## src/rtl/elastic_pipe_buffer.sv

```systemverilog
// Purpose: DEPTH-entry in-order pipeline buffer with valid/ready on both sides, synchronous flush, occupancy count.
// Latency: 1 cycle from an accepted word to out_valid/out_data when empty; no same-cycle bypass.
// Backpressure: in_ready = not full, from registered state only; out_ready never reaches in_ready combinationally.
//
// Ports:
//   clk, reset      rising-edge clock; asynchronous active-high reset clears pointers, count and storage
//   flush           synchronous squash; empties the buffer at the next edge, overriding any push/pop
//   in_valid/in_ready/in_data      producer handshake; a word is taken when both valid and ready are high
//   out_valid/out_ready/out_data   consumer handshake; out_data is the oldest word, forced to 0 when empty
//   count           number of stored words, 0..DEPTH
module elastic_pipe_buffer #(
  parameter int  WIDTH = 24,
  parameter int  DEPTH = 2,
  localparam int CW    = $clog2(DEPTH + 1)
) (
  input  logic             clk,
  input  logic             reset,
  input  logic             flush,
  input  logic             in_valid,
  output logic             in_ready,
  input  logic [WIDTH-1:0] in_data,
  output logic             out_valid,
  input  logic             out_ready,
  output logic [WIDTH-1:0] out_data,
  output logic [CW-1:0]    count
);

  // A single-entry buffer still needs a 1-bit pointer; it simply never leaves 0.
  localparam int            PW   = (DEPTH > 1) ? $clog2(DEPTH) : 1;
  localparam logic [PW-1:0] LAST = PW'(DEPTH - 1);
  localparam logic [CW-1:0] FULL = CW'(DEPTH);

  logic [WIDTH-1:0] mem_q [DEPTH];
  logic [PW-1:0]    wr_ptr_q, wr_ptr_d;
  logic [PW-1:0]    rd_ptr_q, rd_ptr_d;
  logic [CW-1:0]    count_q, count_d;
  logic             push, pop;

  // Handshake outputs depend only on count_q, so there is no input-to-output path.
  assign in_ready  = (count_q != FULL);
  assign out_valid = (count_q != '0);
  assign push      = in_valid & in_ready;
  assign pop       = out_valid & out_ready;

  // Stale entries survive a flush; the zero gate keeps them invisible.
  assign out_data  = out_valid ? mem_q[rd_ptr_q] : '0;
  assign count     = count_q;

  // Explicit wrap at DEPTH-1 so non-power-of-two depths work.
  function automatic logic [PW-1:0] ptr_inc(input logic [PW-1:0] p);
    return (p == LAST) ? '0 : p + PW'(1);
  endfunction

  always_comb begin
    wr_ptr_d = wr_ptr_q;
    rd_ptr_d = rd_ptr_q;
    count_d  = count_q;
    if (flush) begin
      wr_ptr_d = '0;
      rd_ptr_d = '0;
      count_d  = '0;
    end else begin
      if (push) wr_ptr_d = ptr_inc(wr_ptr_q);
      if (pop)  rd_ptr_d = ptr_inc(rd_ptr_q);
      if (push && !pop)      count_d = count_q + CW'(1);
      else if (pop && !push) count_d = count_q - CW'(1);
    end
  end

  always_ff @(posedge clk or posedge reset) begin
    if (reset) begin
      wr_ptr_q <= '0;
      rd_ptr_q <= '0;
      count_q  <= '0;
    end else begin
      wr_ptr_q <= wr_ptr_d;
      rd_ptr_q <= rd_ptr_d;
      count_q  <= count_d;
    end
  end

  // A word offered during a flush is dropped, so it is not written either.
  always_ff @(posedge clk or posedge reset) begin
    if (reset) begin
      for (int i = 0; i < DEPTH; i++) mem_q[i] <= '0;
    end else if (push && !flush) begin
      mem_q[wr_ptr_q] <= in_data;
    end
  end

endmodule

```

## config.mk

```make
export PLATFORM = sky130hd
export DESIGN_NAME = elastic_pipe_buffer
export DESIGN_NICKNAME = d
export VERILOG_FILES = /design/src/rtl/elastic_pipe_buffer.sv
export SDC_FILE = /design/constraint.sdc
export NUM_CORES = 1
export LEC_CHECK = 0
export CAP_MARGIN = 20
export CORE_UTILIZATION = 55
export DETAILED_ROUTE_END_ITERATION = 6
export DONT_BUFFER_PORTS = 1
export GPL_TIMING_DRIVEN = 0
export PLACE_DENSITY = 0.7
export SYNTH_ARGS = -nofsm -noshare
export SYNTH_HDL_FRONTEND = slang
export SYNTH_SLANG_ARGS = --single-unit
```

## constraint.sdc

```tcl
create_clock -name clk -period 4.83 [get_ports clk]
set_input_delay 0.7245 -clock clk [delete_from_list [all_inputs] [get_ports clk]]
set_output_delay 0.7245 -clock clk [all_outputs]
set_load 0.05 [all_outputs]
```

==> impl_summary.txt <==
----------------------------------------------------
[Run status]
  Outcome ... complete, no violations

[Worst setup path]
  Count of buffer and inverter cells on the critical path ... 1
  Crit path largest cell delay ... 0.79 ns
  Critical path startpoint category ... flip-flop
  Cell class contributing the biggest share of worst-path delay ... simple AND/OR/NAND/NOR gates
  Endpoint class of the critical path ... primary output
  CP arrival ... 2.44 ns
  Worst setup startpoint ... count[0]$_DFFE_PP0P_
  Maximum fanout encountered on the critical timing path ... 10
  Category of the critical setup timing path ... reg2out
  Setup slack, reg-to-reg ... 2.41 ns
  Worst r2r src ... count[1]$_DFFE_PP0P_
  Critical path, cell by cell ... nor2_1 -> clkbuf_1 -> nor2_1
  Critical path capture point ... out_data[23]
  Number of logic stages on the critical path including buffering ... 3
  Capture point of the worst reg-to-reg path ... mem_q[0]$_DFFE_PP0P_
  Worst reg2reg path depth ... 5
  Required time of the worst setup path ... 4.11 ns
  Cell seen most often among critical-path stages ... sky130_fd_sc_hd__nor2_1
  Cell with the biggest individual delay on the critical path ... sky130_fd_sc_hd__nor2_1

[Placement]
  Half-perimeter wire length after detailed placement ... 3062 um
  Buffers on Ports ... 0
  Worst slack, placed ... 1.963 ns
  Final weighted congestion of routability-driven global placement ... 0.6958
  Dpl cells ... around 230

[Routing]
  Number of vias after detailed routing ... 1368
  Initial DRC Count ... 35
  Post-route ant nets ... 0
  Final Routed Wirelength ... 4275 um
  Drt drc ... 0
  Metal1 wirelength ... ~1900 um
  Highest metal layer used by the detailed router ... met4
  Met3 wire length ... approximately 220 um
  DR WL/cell ... 17.89 um
  1st-pass router iterations ... 2
  Average via count per standard cell ... 5.724
  WL met2 ... 2165 um

[Finish]
  Utilization after layout ... 63.23%
  Diodes inserted ... 0
  Share of layout cells above drive strength 1 ... 34.92%
  Net count of the finished layout ... roughly 220
  Layout-stage area growth over the synthesis result ... 8.115%
  Final cell count without fillers ... 239

[STA]
  Final setup violation count ... 0
  Post-Route Setup TNS ... 0 ns
  Hold Violations, Final ... 0
  Clk_skew ... 0.007911 ns
  Period utilisation layout ... approximately 66%
  Worst slew margin relative to its limit ... 37.56%
  Final Worst Setup Slack ... about 1.7 ns
  Unrepaired setup endpoints after global routing ... false
  Final Max Slew Viols ... 0
  Post-layout minimum cycle time ... approximately 3.2 ns
  Slew at the pin closest to its max-slew limit ... 0.9332 ns
  F_max ... 315.8 MHz

[Yosys]
  Cell type contributing the most total cell area after synthesis ... sky130_fd_sc_hd__dfrtp_1
  Library cells used by synthesis ... 23
  Post-synth EDFFs ... 0
  Post-synthesis area per instance ... about 13 um^2
  Largest cells by area after synthesis ... sky130_fd_sc_hd__dfrtp_1, sky130_fd_sc_hd__mux2_2, sky130_fd_sc_hd__mux2i_1, sky130_fd_sc_hd__nor2_1, sky130_fd_sc_hd__buf_6
  Cell area after synthesis ... 2390 um^2
  Cell count after synthesis ... 180
  Share of flip-flops with an asynchronous set or reset ... 100.0%
  Most frequent cell after synthesis ... sky130_fd_sc_hd__dfrtp_1
  Share of Yosys cell area claimed by the top area cell type ... 54.45%
  Flip-flop and latch count after synthesis ... 52
  Main flop type after synthesis ... sky130_fd_sc_hd__dfrtp_1
  Synth top cells by count ... sky130_fd_sc_hd__dfrtp_1, sky130_fd_sc_hd__mux2_2, sky130_fd_sc_hd__nor2_1
  Sequential element share of the synthesized area ... 54.45%
  Total nets after synthesis ... roughly 210
  Ys Warns ... 0

[CTS]
  Depth of the CTS H-tree ... 2
  CTS buffer count ... 5
  Clock Sink Count ... 52
  Setup Buffers After CTS ... 0
  Clock slew at the register clock pins of the worst setup and hold paths ... 0.09 ns
  Clock latency on the worst-skew pair ... between 0.2 and 0.3 ns
  Post-cts repair resize count ... 0
  Max Root-Sink Buffers ... 2
  Clock tree from TritonCTS ... built
  Post-CTS Hold Buffers ... 0
  Root Buffer Master ... sky130_fd_sc_hd__clkbuf_8

[Job]
  Max Cap Viol ... 0

[Pwr]
  Worst-case vdd ir drop ... 0.2657 mV
  Power per cell area ... 459.1 nW/um^2
  Power, Total ... 1.186 mW
  Leakage power of the design ... 1.084 nW

[Floorplan]
  Die width ... a little under 70 um
  Core area ... 4086 um^2
  Initial Util ... 58.48%
  Vertical die dimension ... 67.92 um
  Die area ... 4612 um^2
  Std-Cell Rows ... 23
  Boundary Pins ... 57

[GRT]
  GR Util All Layers ... 19.18%
  Remaining global-route overflow ... 0
  Number of global-route vias before repair ... 1356
  Pin count of the biggest net entering global routing ... 43
  First-pass GRT wire length ... 6327 um
  Antenna violations before repair ... 0

[Worst hold path]
  Classification of the worst-slack hold path ... in2async

----------------------------------------------------
-- sequential cells by signal (all words and copies together), names as in the netlist --
register / count
wr_ptr_q: 1
rd_ptr_q: 1
count: 2
mem_q: 48
-- cells in the final DEF (no fill, tap or decap), types with 2 or more instances in the layout --
| cell type | instances |
|---|---|
| sky130_fd_sc_hd__mux2i_1 | 25 |
| sky130_fd_sc_hd__buf_6 | 2 |
| sky130_fd_sc_hd__mux2_2 | 46 |
| sky130_fd_sc_hd__inv_2 | 2 |
| sky130_fd_sc_hd__inv_1 | 2 |
| sky130_fd_sc_hd__clkbuf_1 | 4 |
| sky130_fd_sc_hd__clkbuf_8 | 5 |
| sky130_fd_sc_hd__dfrtp_1 | 52 |
| sky130_fd_sc_hd__o21ai_0 | 2 |
| sky130_fd_sc_hd__a21oi_1 | 4 |
| sky130_fd_sc_hd__buf_2 | 2 |
| sky130_fd_sc_hd__mux2_1 | 2 |
| sky130_fd_sc_hd__nor2_1 | 26 |
| sky130_fd_sc_hd__buf_4 | 2 |
-- stage by stage --
| step | area, um^2 | hold slack (ns) |
|---|---|---|
| after floorplan | 2390 | 0.4574 |
| after global placement | 2452 | 0.4666 |
| after detailed placement | 2472 | 0.4790 |
| after CTS | 2584 | 0.2285 |
| after global routing | 2584 | 0.2311 |
| final | 2584 | 0.2346 |
-- cell type report --
class	count	area, um^2
clock inverter	2	38.79
clock buffer	6	72.57
tap	50	62.56
sequential	52	1301
timing repair buffer	1	20.02
multi-input combinational	115	1015
buffer	9	58.81
inverter	4	15.01
fill	325	1503
-- logic make-up after synthesis --
family,after synthesis,share of synthesized area [%]
simple gates,33,7.121
mux,73,33.09
xor+xnor,1,0.3666
buf+inv,13,3.089
compound gates,8,1.885
flops,52,54.45
-- worst register-to-register path: cells and delay by family, from the launching register on --
kind,cells,cell delay [ns]
flops,1,0.74
mux,1,0.36
simple gates,2,0.66
buf+inv,2,0.55
-- worst min path at each step --
stage / endpoint / cells past startpoint / slack [ns] / start
floorplan: mem_q[24]$_DFFE_PP0P_ / 1 / 0.46 / mem_q[24]$_DFFE_PP0P_
global placement: mem_q[41]$_DFFE_PP0P_ / 1 / 0.47 / mem_q[41]$_DFFE_PP0P_
detailed placement: mem_q[41]$_DFFE_PP0P_ / 1 / 0.48 / mem_q[41]$_DFFE_PP0P_
CTS: mem_q[24]$_DFFE_PP0P_ / 1 / 0.23 / reset
global route: mem_q[24]$_DFFE_PP0P_ / 1 / 0.23 / reset
finish: mem_q[1]$_DFFE_PP0P_ / 1 / 0.23 / reset
-- power breakdown --
group	total (mW)	internal [mW]	switching, mW
clock network	0.290	0.157	0.133
registers	0.593	0.537	0.0558
logic	0.303	0.119	0.184
-- per-layer routing --
| layer | track usage, % | vias to the layer above |
|---|---|---|
| li1 | - | 642 |
| met1 | 24.40 | 691 |
| met2 | 31.81 | 33 |
| met3 | 5.500 | 2 |
| met4 | 5.469 | 0 |
| met5 | 0 | - |
(Power assumes the default switching activity.)
